<file path="src/rtl/mnist_pixel_packer.sv">
// MNIST input stage: binarises a stream of 8-bit pixels and packs a full frame for the layer-0 LUTs.
// Build macro PIXEL_PACKER_DBUF_EN lets the next frame fill while the packed output is held.
module mnist_pixel_packer #(
  parameter int N_PIXELS = 784,
  parameter int PIX_W    = 8,
  parameter int THRESH   = 128,
  parameter int CNT_W    = 10
) (
  input  logic                clk,
  input  logic                rst_n,
  input  logic                s_valid,
  output logic                s_ready,
  input  logic [PIX_W-1:0]    s_data,
  input  logic                s_last,
  output logic                m_valid,
  input  logic                m_ready,
  output logic [N_PIXELS-1:0] m_data,
  output logic                err_len
);

  typedef enum logic {FILL = 1'b0, HOLD = 1'b1} state_e;

  localparam logic [CNT_W-1:0] LAST_IDX = CNT_W'(N_PIXELS - 1);
  localparam logic [PIX_W-1:0] THRESH_V = PIX_W'(THRESH);

  state_e              state;
  state_e              state_next;
  logic [CNT_W-1:0]    cnt;
  logic [CNT_W-1:0]    cnt_next;
  logic [N_PIXELS-1:0] fill;
  logic [N_PIXELS-1:0] fill_next;
  logic                pix_acc;
  logic                frm_acc;
  logic                pix_bit;
  logic                at_last;
  logic                done;
  logic                early;
  logic                s_ready_next;

  assign pix_acc = s_valid && s_ready;
  assign frm_acc = m_valid && m_ready;
  assign pix_bit = (s_data >= THRESH_V);
  assign at_last = (cnt == LAST_IDX);
  assign done    = pix_acc && at_last;
  assign early   = pix_acc && !at_last && s_last;

  // NOTE: every signal written in always_comb gets a default first, so no latch is inferred.
  always_comb begin
    fill_next      = fill;
    fill_next[cnt] = pix_bit;
  end

  always_comb begin
    cnt_next = cnt;
    if (done || early) begin
      cnt_next = '0;
    end else if (pix_acc) begin
      cnt_next = cnt + 1'b1;
    end
  end

  // Completion and output handshake never coincide: s_ready is low whenever a frame is held
  // and the counter sits on the last pixel.
  always_comb begin
    state_next = state;
    if (done) begin
      state_next = HOLD;
    end else if (frm_acc) begin
      state_next = FILL;
    end
  end

`ifdef PIXEL_PACKER_DBUF_EN
  // Keep filling while the output is held, but refuse the completing pixel until it drains.
  assign s_ready_next = !((state_next == HOLD) && (cnt_next == LAST_IDX));
`else
  assign s_ready_next = (state_next == FILL);
`endif

  // NOTE: the fill buffer is deliberately left without reset; every bit is rewritten before
  // the next completion, so stale contents never reach m_data.
  always_ff @(posedge clk) begin
    if (pix_acc) begin
      fill <= fill_next;
    end
  end

  // NOTE: sequential state uses non-blocking assignments so all registers update together.
  always_ff @(posedge clk or negedge rst_n) begin
    if (!rst_n) begin
      state   <= FILL;
      cnt     <= '0;
      s_ready <= 1'b0;
      m_valid <= 1'b0;
      m_data  <= '0;
      err_len <= 1'b0;
    end else begin
      state   <= state_next;
      cnt     <= cnt_next;
      s_ready <= s_ready_next;
      m_valid <= (state_next == HOLD);
      err_len <= early || (done && !s_last);
      if (done) begin
        m_data <= fill_next;
      end
    end
  end

endmodule

</file>
<file path="config.mk">
export PLATFORM = sky130hd
export DESIGN_NAME = mnist_pixel_packer
export DESIGN_NICKNAME = d
export VERILOG_FILES = /design/src/rtl/mnist_pixel_packer.sv
export SDC_FILE = /design/constraint.sdc
export NUM_CORES = 2
export LEC_CHECK = 0
export BUFFER_PORTS_ARGS = -buffer_cell sky130_fd_sc_hd__clkbuf_2
export CORE_MARGIN = 3
export CORE_UTILIZATION = 45
export DETAILED_ROUTE_END_ITERATION = 7
export MAX_ROUTING_LAYER = met4
export PLACE_DENSITY = 0.77
export SLEW_MARGIN = 20
export SYNTH_ARGS = -nofsm -noshare
export SYNTH_HDL_FRONTEND = slang
export SYNTH_SLANG_ARGS = --single-unit
export TNS_END_PERCENT = 50
</file>
<file path="constraint.sdc">
create_clock -name clk -period 26.1 [get_ports clk]
set_input_delay 2.61 -clock clk [delete_from_list [all_inputs] [get_ports clk]]
set_output_delay 2.61 -clock clk [all_outputs]
set_load 0.02 [all_outputs]
</file>
==> qor.txt <==
Status = completed
Most common cell after layout, fill and taps aside = dfrtp_1
FMAX = 0.134 GHz
Syn Inst Count = 5369
Reg clk slew, reported paths = 60 ps
DRC viols = 0
Number of global-route vias before repair = 47600
Met1 Use GR = 34.4%
Average size of a mapped cell = 12.8 µm²
Initial core utilization = 45.5%
Die area = 157000 µm²
PwrDens = 67.9 nW/µm²
CTS tree = yes
Detail Route Antenna Nets = 0
TNS Setup = 0 ps
Max Cap Violations = 0
Seq cells post-synth = 1580
Via/cell ratio = 5.87
Tcrit/Tclk final = 28.7%
Wire per inst = 25.7 µm
Hold Crit Class = register to register
First-pass GRT wire length = 308 mm
Post-cts resize count = 0
Core area = 151000 µm²
Gr busiest metal = met2
Tot GR Track Use = 26.7%
EDFF count, synth = 783
Routed vias = 47300
RSZ-0062 raised after global routing = false
Cell row count = 142
Seq/Total Area, Yosys = 63.3%
CTS buffer count = 165
Setup crit start kind = input port
Least-Margin Pin Slew = 1200 ps
Commonest non-fill, non-tap cells in the layout = 797 x dfrtp_1, 790 x clkbuf_2, 785 x inv_1
Hold Slack = 515 ps
Crit Path Class = input port to register
I/O Buffers = 792
Critical Path End Type = register
Share of layout cells above drive strength 1 = 20.3%
Worst-Skew Late Latency = 820 ps
Routed wire length = 207 mm
Cell Area, Synth = 68600 µm²
Met3 usage = 5.93%
Slew HR = 19.8%
# setup viols final = 0
Total gr overflow = 0
Width of the die = 396 µm
Initial DRT Pass Iterations = 6
Number of hold buffers added after CTS = 0
Detailed Route Iter0 Violations = 4406
Min cycle time layout = 7480 ps
Fin. Hold Viols = 0
P_leak = 31.4 nW
Setup Buffers After CTS = 0
YS warnings = 0
Number of distinct library cells after synthesis = 45
Top FF cell, synth = dfrtp_1
CTS Buffer Depth = 3
Clock root cell = clkbuf_16
WP data required = 26800 ps
Max Slew Vio Count = 0
Area Growth Syn to Fin = 14.4%
Layout Nets = 5916
H-tree levels = 4
Antenna violations before repair = 6
CP Max Fanout = 63
Routing usage on met2 = 40.2%
Post-synth net total = 5386
HPWL after DPL = 122 mm
Post-synth ARST share = 50.4%
Largest net degree at the start of global routing = 167
Top Ports = 800
GP Congestion = 0.817
Clock Skew = 43.3 ps
Clock Sinks = 1580
Die height = 396 µm
VDD IR max = 0.0700 mV
Arrival time of the worst setup path = 8190 ps
synthesized netlist by cell type (all sizes together), types with 2 or more instances:
master,n,area [µm²]
a21oi,3,15.0
nand4b,12,120
dfrtp,797,19900
nor3b,3,22.5
or4b,4,40.0
or4,6,45.0
mux2i,780,7810
nand3b,2,15.0
o31ai,785,6000
a22oi,6,45.0
nand4,7,50.1
nand3,28,140
ha,4,50.1
edfxtp,783,23500
inv,786,2950
nor3,4,20.0
nand2,6,22.5
o21ai,785,3930
or3,4,25.0
or3b,4,35.0
mux2,10,113
o22ai,2,12.5
nor2b,2,12.5
buf,212,2270
nand4bb,12,135
clkbuf,310,1160
and3b,2,17.5
nor2,2,7.51
nand2b,2,12.5
worst max-delay path, cell delays in order:
cell and delay [ps]:
clkbuf_2 110, nand2_1 300, nor4_4 240, buf_4 730
buf_4 870, buf_4 790, buf_4 910, buf_4 950
mux2i_1 290
final cells by class:
| type | instances | area [µm²] |
|---|---|---|
| tap | 2016 | 2520 |
| fill | 12700 | 72200 |
| inverter | 786 | 2960 |
| antenna | 6 | 15.0 |
| sequential | 1580 | 43500 |
| clock buffer | 235 | 4740 |
| clock inverter | 74 | 825 |
| timing repair buffer | 885 | 4760 |
| multi-input combinational | 2481 | 19200 |
where the power goes:
part | switching (mW) | internal, mW
Combinational | 0.151 | 0.0474
Clock | 1.00 | 1.41
Sequential | 0.0192 | 2.70
final timing paths:
kind                              from     endpoint  slack [ps]  cells past startpoint
hold / removal             m_data[392]  m_data[392]         510                      2
min in group asynchronous        rst_n  m_data[302]        1800                      1
hold reg to reg            m_data[392]  m_data[392]         510                      2
max in group asynchronous        rst_n  m_data[417]       20580                      5
setup reg to reg                cnt[0]  m_data[664]       19470                      9
setup / recovery               s_valid  m_data[664]       18620                      9
cells by family (layout without fill, tap and decap cells):
kind of cell,after synthesis,in the layout,synth area share (%)
multiplexers,790,790,11.5
AND/OR/NAND/NOR,104,104,1.12
XOR/XNOR,1,1,0.0128
buffers and inverters,1308,1980,9.31
flip-flops,1580,1580,63.3
AO/OA/AOI/OAI,1582,1582,14.6
other,0,6,0
adder cells (fa/ha/maj),4,4,0.0730
per-layer routing:
metal	part of all wire, %	up-vias
li1	-	20500
met5	0	-
met2	46	2513
met3	9.6	478
met4	5.3	0
met1	39	23900
through the flow:
stage / worst slack [ps] / cells / area [µm²] / power, mW / util [%]
floorplan: 12000 / 5369 / 68600 / 2.90 / -
global placement: 17960 / 7747 / 72800 / 2.95 / 48.3
detailed placement: 17950 / 7747 / 72800 / 2.97 / 48.3
CTS: 18770 / 8056 / 78300 / 5.36 / 52.0
global route: 18430 / 8061 / 78500 / 5.48 / 52.1
finish: 18620 / 8063 / 78500 / 5.33 / 52.1
sequential cells by signal, summed over array words and instances (netlist names):
| signal | cells |
|---|---|
| m_data | 784 |
| fill | 783 |
| cnt | 10 |
| err_len | 1 |
| s_ready | 1 |
| state | 1 |
Power figures use the tool's default switching activity.
